==> config.mk <==
export PLATFORM = sky130hd
export DESIGN_NAME = vector_mem_sequencer_flat
export DESIGN_NICKNAME = d
export VERILOG_FILES = /design/src/rtl/vector_mem_sequencer_if.sv /design/src/rtl/vector_mem_sequencer.sv /design/src/flat_wrapper.sv
export SDC_FILE = /design/constraint.sdc
export NUM_CORES = 1
export LEC_CHECK = 0
export ABC_AREA = 0
export BUFFER_PORTS_ARGS = -buffer_cell sky130_fd_sc_hd__buf_2
export CORE_MARGIN = 2
export CORE_UTILIZATION = 40
export DETAILED_ROUTE_END_ITERATION = 7
export SETUP_SLACK_MARGIN = 0.05
export SLEW_MARGIN = 20
export SYNTH_ARGS = -nofsm -noshare
export SYNTH_HDL_FRONTEND = slang
export SYNTH_SLANG_ARGS = --single-unit
==> constraint.sdc <==
create_clock -name clk -period 25.6 [get_ports clk]
set_input_delay 1.28 -clock clk [delete_from_list [all_inputs] [get_ports clk]]
set_output_delay 1.28 -clock clk [all_outputs]
set_load 0.02 [all_outputs]
==> src/rtl/vector_mem_sequencer_if.sv <==
`default_nettype none
// +--------------------------------------------------------------------------+
// | vector_mem_sequencer_if : command and data-memory bus of the sequencer  |
// | Rev 1.0                                                                  |
// +--------------------------------------------------------------------------+
interface vector_mem_sequencer_if #(
    parameter int LANES        = 4,
    parameter int MAX_STRIDE_W = 10
);
    logic                    start;
    logic                    isStore;
    logic [31:0]             baseAddr;
    logic [MAX_STRIDE_W-1:0] stride;
    logic [LANES-1:0]        laneMask;
    logic [LANES*32-1:0]     storeData;
    logic                    busy;
    logic                    done;
    logic [LANES*32-1:0]     loadData;
    logic                    memWriteEnable;
    logic [31:0]             memAddress;
    logic [31:0]             memWriteData;
    logic [31:0]             memReadData;

    modport master (
        output start, isStore, baseAddr, stride, laneMask, storeData, memReadData,
        input  busy, done, loadData, memWriteEnable, memAddress, memWriteData
    );

    modport slave (
        input  start, isStore, baseAddr, stride, laneMask, storeData, memReadData,
        output busy, done, loadData, memWriteEnable, memAddress, memWriteData
    );
endinterface
`default_nettype wire

==> src/rtl/vector_mem_sequencer.sv <==
`default_nettype none
// +--------------------------------------------------------------------------+
// | vector_mem_sequencer : strided, masked vector load/store, one lane/cycle |
// | Rev 1.0                                                                  |
// +--------------------------------------------------------------------------+
module vector_mem_sequencer #(
    parameter int LANES        = 4,
    parameter int MAX_STRIDE_W = 10
) (
    input  wire logic               clk,
    input  wire logic               rst,
    vector_mem_sequencer_if.slave   bus
);
    localparam int LANE_W = (LANES > 1) ? $clog2(LANES) : 1;
    localparam logic [LANE_W-1:0] LAST_LANE = LANE_W'(LANES - 1);

    typedef enum logic [1:0] {
        IDLE   = 2'd0,
        ACCESS = 2'd1,
        DONE   = 2'd2
    } state_t;

    state_t                  r_state;
    logic [LANE_W-1:0]       r_lane;
    logic                    r_is_store;
    logic [MAX_STRIDE_W-1:0] r_stride;
    logic [LANES-1:0]        r_mask;
    logic [LANES*32-1:0]     r_store_data;
    logic [LANES*32-1:0]     r_load_data;
    logic                    r_busy;
    logic                    r_done;
    logic                    r_we;
    logic [31:0]             r_addr;
    logic [31:0]             r_wdata;

    logic [LANE_W-1:0]       w_next_lane;
    logic [31:0]             w_next_word;
    logic                    w_next_we;

    assign w_next_lane = r_lane + 1'b1;
    assign w_next_word = r_store_data[32*w_next_lane +: 32];
    assign w_next_we   = r_is_store & r_mask[w_next_lane];

    // Memory-side outputs are registered one lane ahead so each lane's
    // address/strobe/data are stable for the whole ACCESS cycle.
    always_ff @(posedge clk or posedge rst) begin
        if (rst) begin
            r_state      <= IDLE;
            r_lane       <= '0;
            r_is_store   <= 1'b0;
            r_stride     <= '0;
            r_mask       <= '0;
            r_store_data <= '0;
            r_load_data  <= '0;
            r_busy       <= 1'b0;
            r_done       <= 1'b0;
            r_we         <= 1'b0;
            r_addr       <= 32'd0;
            r_wdata      <= 32'd0;
        end else begin
            case (r_state)
                IDLE: begin
                    r_done <= 1'b0;
                    r_lane <= '0;
                    if (bus.start) begin
                        r_is_store   <= bus.isStore;
                        r_stride     <= bus.stride;
                        r_mask       <= bus.laneMask;
                        r_store_data <= bus.storeData;
                        r_addr       <= bus.baseAddr;
                        r_we         <= bus.isStore & bus.laneMask[0];
                        r_wdata      <= (bus.isStore & bus.laneMask[0]) ? bus.storeData[31:0] : 32'd0;
                        r_busy       <= 1'b1;
                        r_state      <= ACCESS;
                    end else begin
                        r_we    <= 1'b0;
                        r_addr  <= 32'd0;
                        r_wdata <= 32'd0;
                    end
                end
                ACCESS: begin
                    if (!r_is_store && r_mask[r_lane]) begin
                        r_load_data[32*r_lane +: 32] <= bus.memReadData;
                    end
                    if (r_lane == LAST_LANE) begin
                        r_we    <= 1'b0;
                        r_addr  <= 32'd0;
                        r_wdata <= 32'd0;
                        r_done  <= 1'b1;
                        r_state <= DONE;
                    end else begin
                        r_lane  <= w_next_lane;
                        r_addr  <= r_addr + 32'(r_stride);
                        r_we    <= w_next_we;
                        r_wdata <= w_next_we ? w_next_word : 32'd0;
                    end
                end
                DONE: begin
                    r_done  <= 1'b0;
                    r_busy  <= 1'b0;
                    r_lane  <= '0;
                    r_state <= IDLE;
                end
                default: begin
                    r_busy  <= 1'b0;
                    r_done  <= 1'b0;
                    r_we    <= 1'b0;
                    r_addr  <= 32'd0;
                    r_wdata <= 32'd0;
                    r_state <= IDLE;
                end
            endcase
        end
    end

    assign bus.busy           = r_busy;
    assign bus.done           = r_done;
    assign bus.loadData       = r_load_data;
    assign bus.memWriteEnable = r_we;
    assign bus.memAddress     = r_addr;
    assign bus.memWriteData   = r_wdata;
endmodule
`default_nettype wire

==> src/flat_wrapper.sv <==
// flat-port wrapper written by rule: the top's interface ports become plain ports
module vector_mem_sequencer_flat 
#(
    parameter int LANES        = 4,
    parameter int MAX_STRIDE_W = 10
)
  (clk, rst, bus_start, bus_isStore, bus_baseAddr, bus_stride, bus_laneMask, bus_storeData, bus_memReadData, bus_busy, bus_done, bus_loadData, bus_memWriteEnable, bus_memAddress, bus_memWriteData);
  vector_mem_sequencer_if #(.LANES(LANES), .MAX_STRIDE_W(MAX_STRIDE_W)) bus_i ();
  input  wire logic clk;
  input  wire logic rst;
  input wire logic [$bits(bus_i.start)-1:0] bus_start;
  input wire logic [$bits(bus_i.isStore)-1:0] bus_isStore;
  input wire logic [$bits(bus_i.baseAddr)-1:0] bus_baseAddr;
  input wire logic [$bits(bus_i.stride)-1:0] bus_stride;
  input wire logic [$bits(bus_i.laneMask)-1:0] bus_laneMask;
  input wire logic [$bits(bus_i.storeData)-1:0] bus_storeData;
  input wire logic [$bits(bus_i.memReadData)-1:0] bus_memReadData;
  output wire logic [$bits(bus_i.busy)-1:0] bus_busy;
  output wire logic [$bits(bus_i.done)-1:0] bus_done;
  output wire logic [$bits(bus_i.loadData)-1:0] bus_loadData;
  output wire logic [$bits(bus_i.memWriteEnable)-1:0] bus_memWriteEnable;
  output wire logic [$bits(bus_i.memAddress)-1:0] bus_memAddress;
  output wire logic [$bits(bus_i.memWriteData)-1:0] bus_memWriteData;
  assign bus_i.start = bus_start;
  assign bus_i.isStore = bus_isStore;
  assign bus_i.baseAddr = bus_baseAddr;
  assign bus_i.stride = bus_stride;
  assign bus_i.laneMask = bus_laneMask;
  assign bus_i.storeData = bus_storeData;
  assign bus_i.memReadData = bus_memReadData;
  assign bus_busy = bus_i.busy;
  assign bus_done = bus_i.done;
  assign bus_loadData = bus_i.loadData;
  assign bus_memWriteEnable = bus_i.memWriteEnable;
  assign bus_memAddress = bus_i.memAddress;
  assign bus_memWriteData = bus_i.memWriteData;
  vector_mem_sequencer #(.LANES(LANES), .MAX_STRIDE_W(MAX_STRIDE_W)) u_core (.clk(clk), .rst(rst), .bus(bus_i));
endmodule
==> impl_metrics.tcl <==
set metrics [dict create \
    initial_core_util 0.404 \
    syn-num-nets 1863 \
    fin_skew_ns 0.0129 \
    die_w_um 199 \
    drtPass1Iterations 4 \
    grt_pass1_vias 12500 \
    worstMarginPinSlew_ns 1.06 \
    async_reset_ff_frac 1.00 \
    clock_sinks 342 \
    power_frac_clock 0.221 \
    p_comb_frac 0.408 \
    gr-total-overflow 0 \
    post-route-drc-count 0 \
    grtUsageMet3 0.0631 \
    ys.flop_type "dfrtp_1" \
    clk_latency_ns 0.53 \
    worst_hold_path_type "register to register" \
    relSlewSlack 0.297 \
    synth_area_per_cell_um2 9.25 \
    final_util 0.504 \
    cts_max_level 2 \
    critical_path_arrival_ns 3.84 \
    placed_cell_area_mm2 0.0176 \
    nets 2226 \
    cts_tree "yes" \
    synth_top_area_share 0.565 \
    core_area_mm2 0.0375 \
    swShare 0.406 \
    place_ws_ns 21.67 \
    crit_end "u_core.bus.memWriteData[5]" \
    design_area_mm2 0.0189 \
    yosys-top-cells-area "dfrtp_1, nand2_1, o21ai_0" \
    rows 71 \
    max_freq_mhz 290 \
    io-pin-count 405 \
    clockBufferDepth 3 \
    grt_first_pass_wirelength_um 69600 \
    synth_edf_count 0 \
    cp.required_ns 25.98 \
    finalWirelength_um 44400 \
    drt_iter0_drc 665 \
    layout_common_cells "nand2_1, buf_2, dfrtp_1" \
    synth_largest_area_cell "dfrtp_1" \
    cts_resized 0 \
    synth.yosys.seq_area_share 0.565 \
    die-area_mm2 0.0394 \
    die_height_um 199 \
    start_kind "register" \
    finalCriticalPeriod_ns 3.45 \
    fin_ws_ns 22.15 \
    portBuffers 404 \
    cts_setup_buffers 0 \
    hold-worst-slack_ns 0.468 \
    grt_use_met2 0.362 \
    syn_inst 1636 \
    met1_usage 0.299 \
    fin_cells 2547 \
    setup_viol 0 \
    cap_violations 0 \
    path_max_fanout 42 \
    grt_use_total 0.226 \
    drive_above_1_share 0.266 \
    top_usage_layer "met2" \
    leakagePower_nw 9.61 \
    synth_seq_cells 342 \
    finalHoldViolCount 0 \
    place.gp.congestion 0.830 \
    r2r_end "u_core.bus.memWriteData[5]" \
    cts_buffers 39 \
    p_int_mw 1.48 \
    cts_hold_buf 0 \
    seq_power_share 0.371 \
    cts-root-buf "clkbuf_16" \
    slew_viol_final 0 \
    vdd_drop_max_v 0.0000618 \
    r2r_slack_ns 22.15 \
    powerDensity_mw_per_mm2 132 \
    crit_path_end_kind "register" \
    synth_cell_type_count 56 \
    via_per_inst 5.01 \
    ys_warn_count 0 \
    dpl.hpwl_um 29600 \
    setup.worst_path.class "register to register" \
    finalCritPeriodShare 0.135 \
    antenna_found_initial 18 \
    final_common_cell "nand2_1" \
    run_status "completed" \
    rsz0062_at_grt "false" \
    syn2layout_area_growth_pct 24.8 \
    r2r_cells 8 \
    ant_nets 0 \
    grt_start_max_net_pins 123 \
    path_clk_slew_ns 0.06 \
    setup-tns-final_ns 0 \
    crit_start "u_core.r_lane[0]" \
    fin_total_pwr_mw 2.49 \
    wire_per_inst_um 17.5 \
    rr_startpoint "u_core.r_lane[0]" \
    switching_power_mw 1.01 \
    syn_area_mm2 0.0151 \
    via_count 12800 \
    dp.cells 2469 \
]
==> cell type report <==
type	count	area, um^2
fillers	3617	18600
flip-flops and latches	342	8560
multi-input cells	1151	6080
repair buffers	422	2160
clock buffers	61	1200
well taps	511	639
inverters	43	169
clock inverters	8	67.6
diodes	9	22.5
==> worst min path at each step <==
| stage | start | to | slack (ns) | cells past startpoint |
|---|---|---|---|---|
| floorplan | u_core.r_store_data[100] | u_core.r_store_data[100] | 0.44 | 2 |
| global placement | u_core.r_store_data[86] | u_core.r_store_data[86] | 0.45 | 2 |
| detailed placement | u_core.r_store_data[96] | u_core.r_store_data[96] | 0.46 | 2 |
| CTS | u_core.r_store_data[96] | u_core.r_store_data[96] | 0.47 | 2 |
| global route | u_core.r_store_data[118] | u_core.r_store_data[118] | 0.48 | 2 |
| finish | u_core.r_store_data[101] | u_core.r_store_data[101] | 0.47 | 2 |
==> routing by layer <==
| layer | wire length, um | vias up |
|---|---|---|
| met4 | 1080 | 16 |
| met3 | 3660 | 83 |
| met5 | 92 | - |
| met2 | 20600 | 397 |
| met1 | 19000 | 6126 |
| li1 | - | 6138 |
==> sequential cells by signal, indices dropped and copies added, names as in the netlist <==
register,cells
u_core.bus.busy,1
u_core.bus.memWriteEnable,1
u_core.bus.memWriteData,32
u_core.bus.loadData,128
u_core.bus.done,1
u_core.r_stride,10
u_core.r_is_store,1
u_core.bus.memAddress,32
u_core.r_mask,4
u_core.r_state,2
u_core.r_store_data,128
u_core.r_lane,2
==> power groups by stage <==
stage          clock (mW)  combinational [mW]  sequential (mW)
2_1_floorplan           0               0.562             1.05
3_3_place_gp            0                1.01            0.924
3_5_place_dp            0                1.03            0.931
4_1_cts             0.566                1.03            0.926
5_1_grt             0.589                1.14            0.956
6_report            0.552                1.02            0.925
==> synth_stat cells (4+ instances only) <==
cell,n
nor3_1,8
a21o_1,4
xnor2_1,7
dfrtp_1,342
xor2_1,12
o21ai_0,183
o21ai_1,14
nand3_1,12
inv_1,43
nand2b_1,4
nand4_1,5
a22oi_1,54
o21a_1,5
o211ai_1,9
nor3b_1,4
buf_2,5
clkbuf_1,83
a21oi_1,10
and3_1,5
nand2_1,712
mux4_2,34
ha_1,16
buf_1,8
nor2_1,14
==> critical path, cell delays in order, from the launching register on <==
cell and delay, ns:
dfrtp_2 0.34, buf_4 0.64, inv_1 0.28, ha_2 0.39, buf_4 0.50, mux4_2 0.39, nand3_1 0.13, buf_4 0.40
o21ai_0 0.19
==> cell families (layout without fill, tap and decap cells) <==
| family | count (synthesis) | in the layout | share of synthesized area |
|---|---|---|---|
| adders and majority gates | 17 | 17 | 0.0145 |
| buffers and inverters | 143 | 534 | 0.0375 |
| and+or+nand+nor | 780 | 780 | 0.203 |
| xor gates and xnor gates | 19 | 19 | 0.0110 |
| DFF | 342 | 342 | 0.565 |
| muxes | 36 | 36 | 0.0519 |
| other | 0 | 9 | 0 |
| AOI/OAI and AO/OA | 299 | 299 | 0.117 |
(Power assumes the default switching activity.)
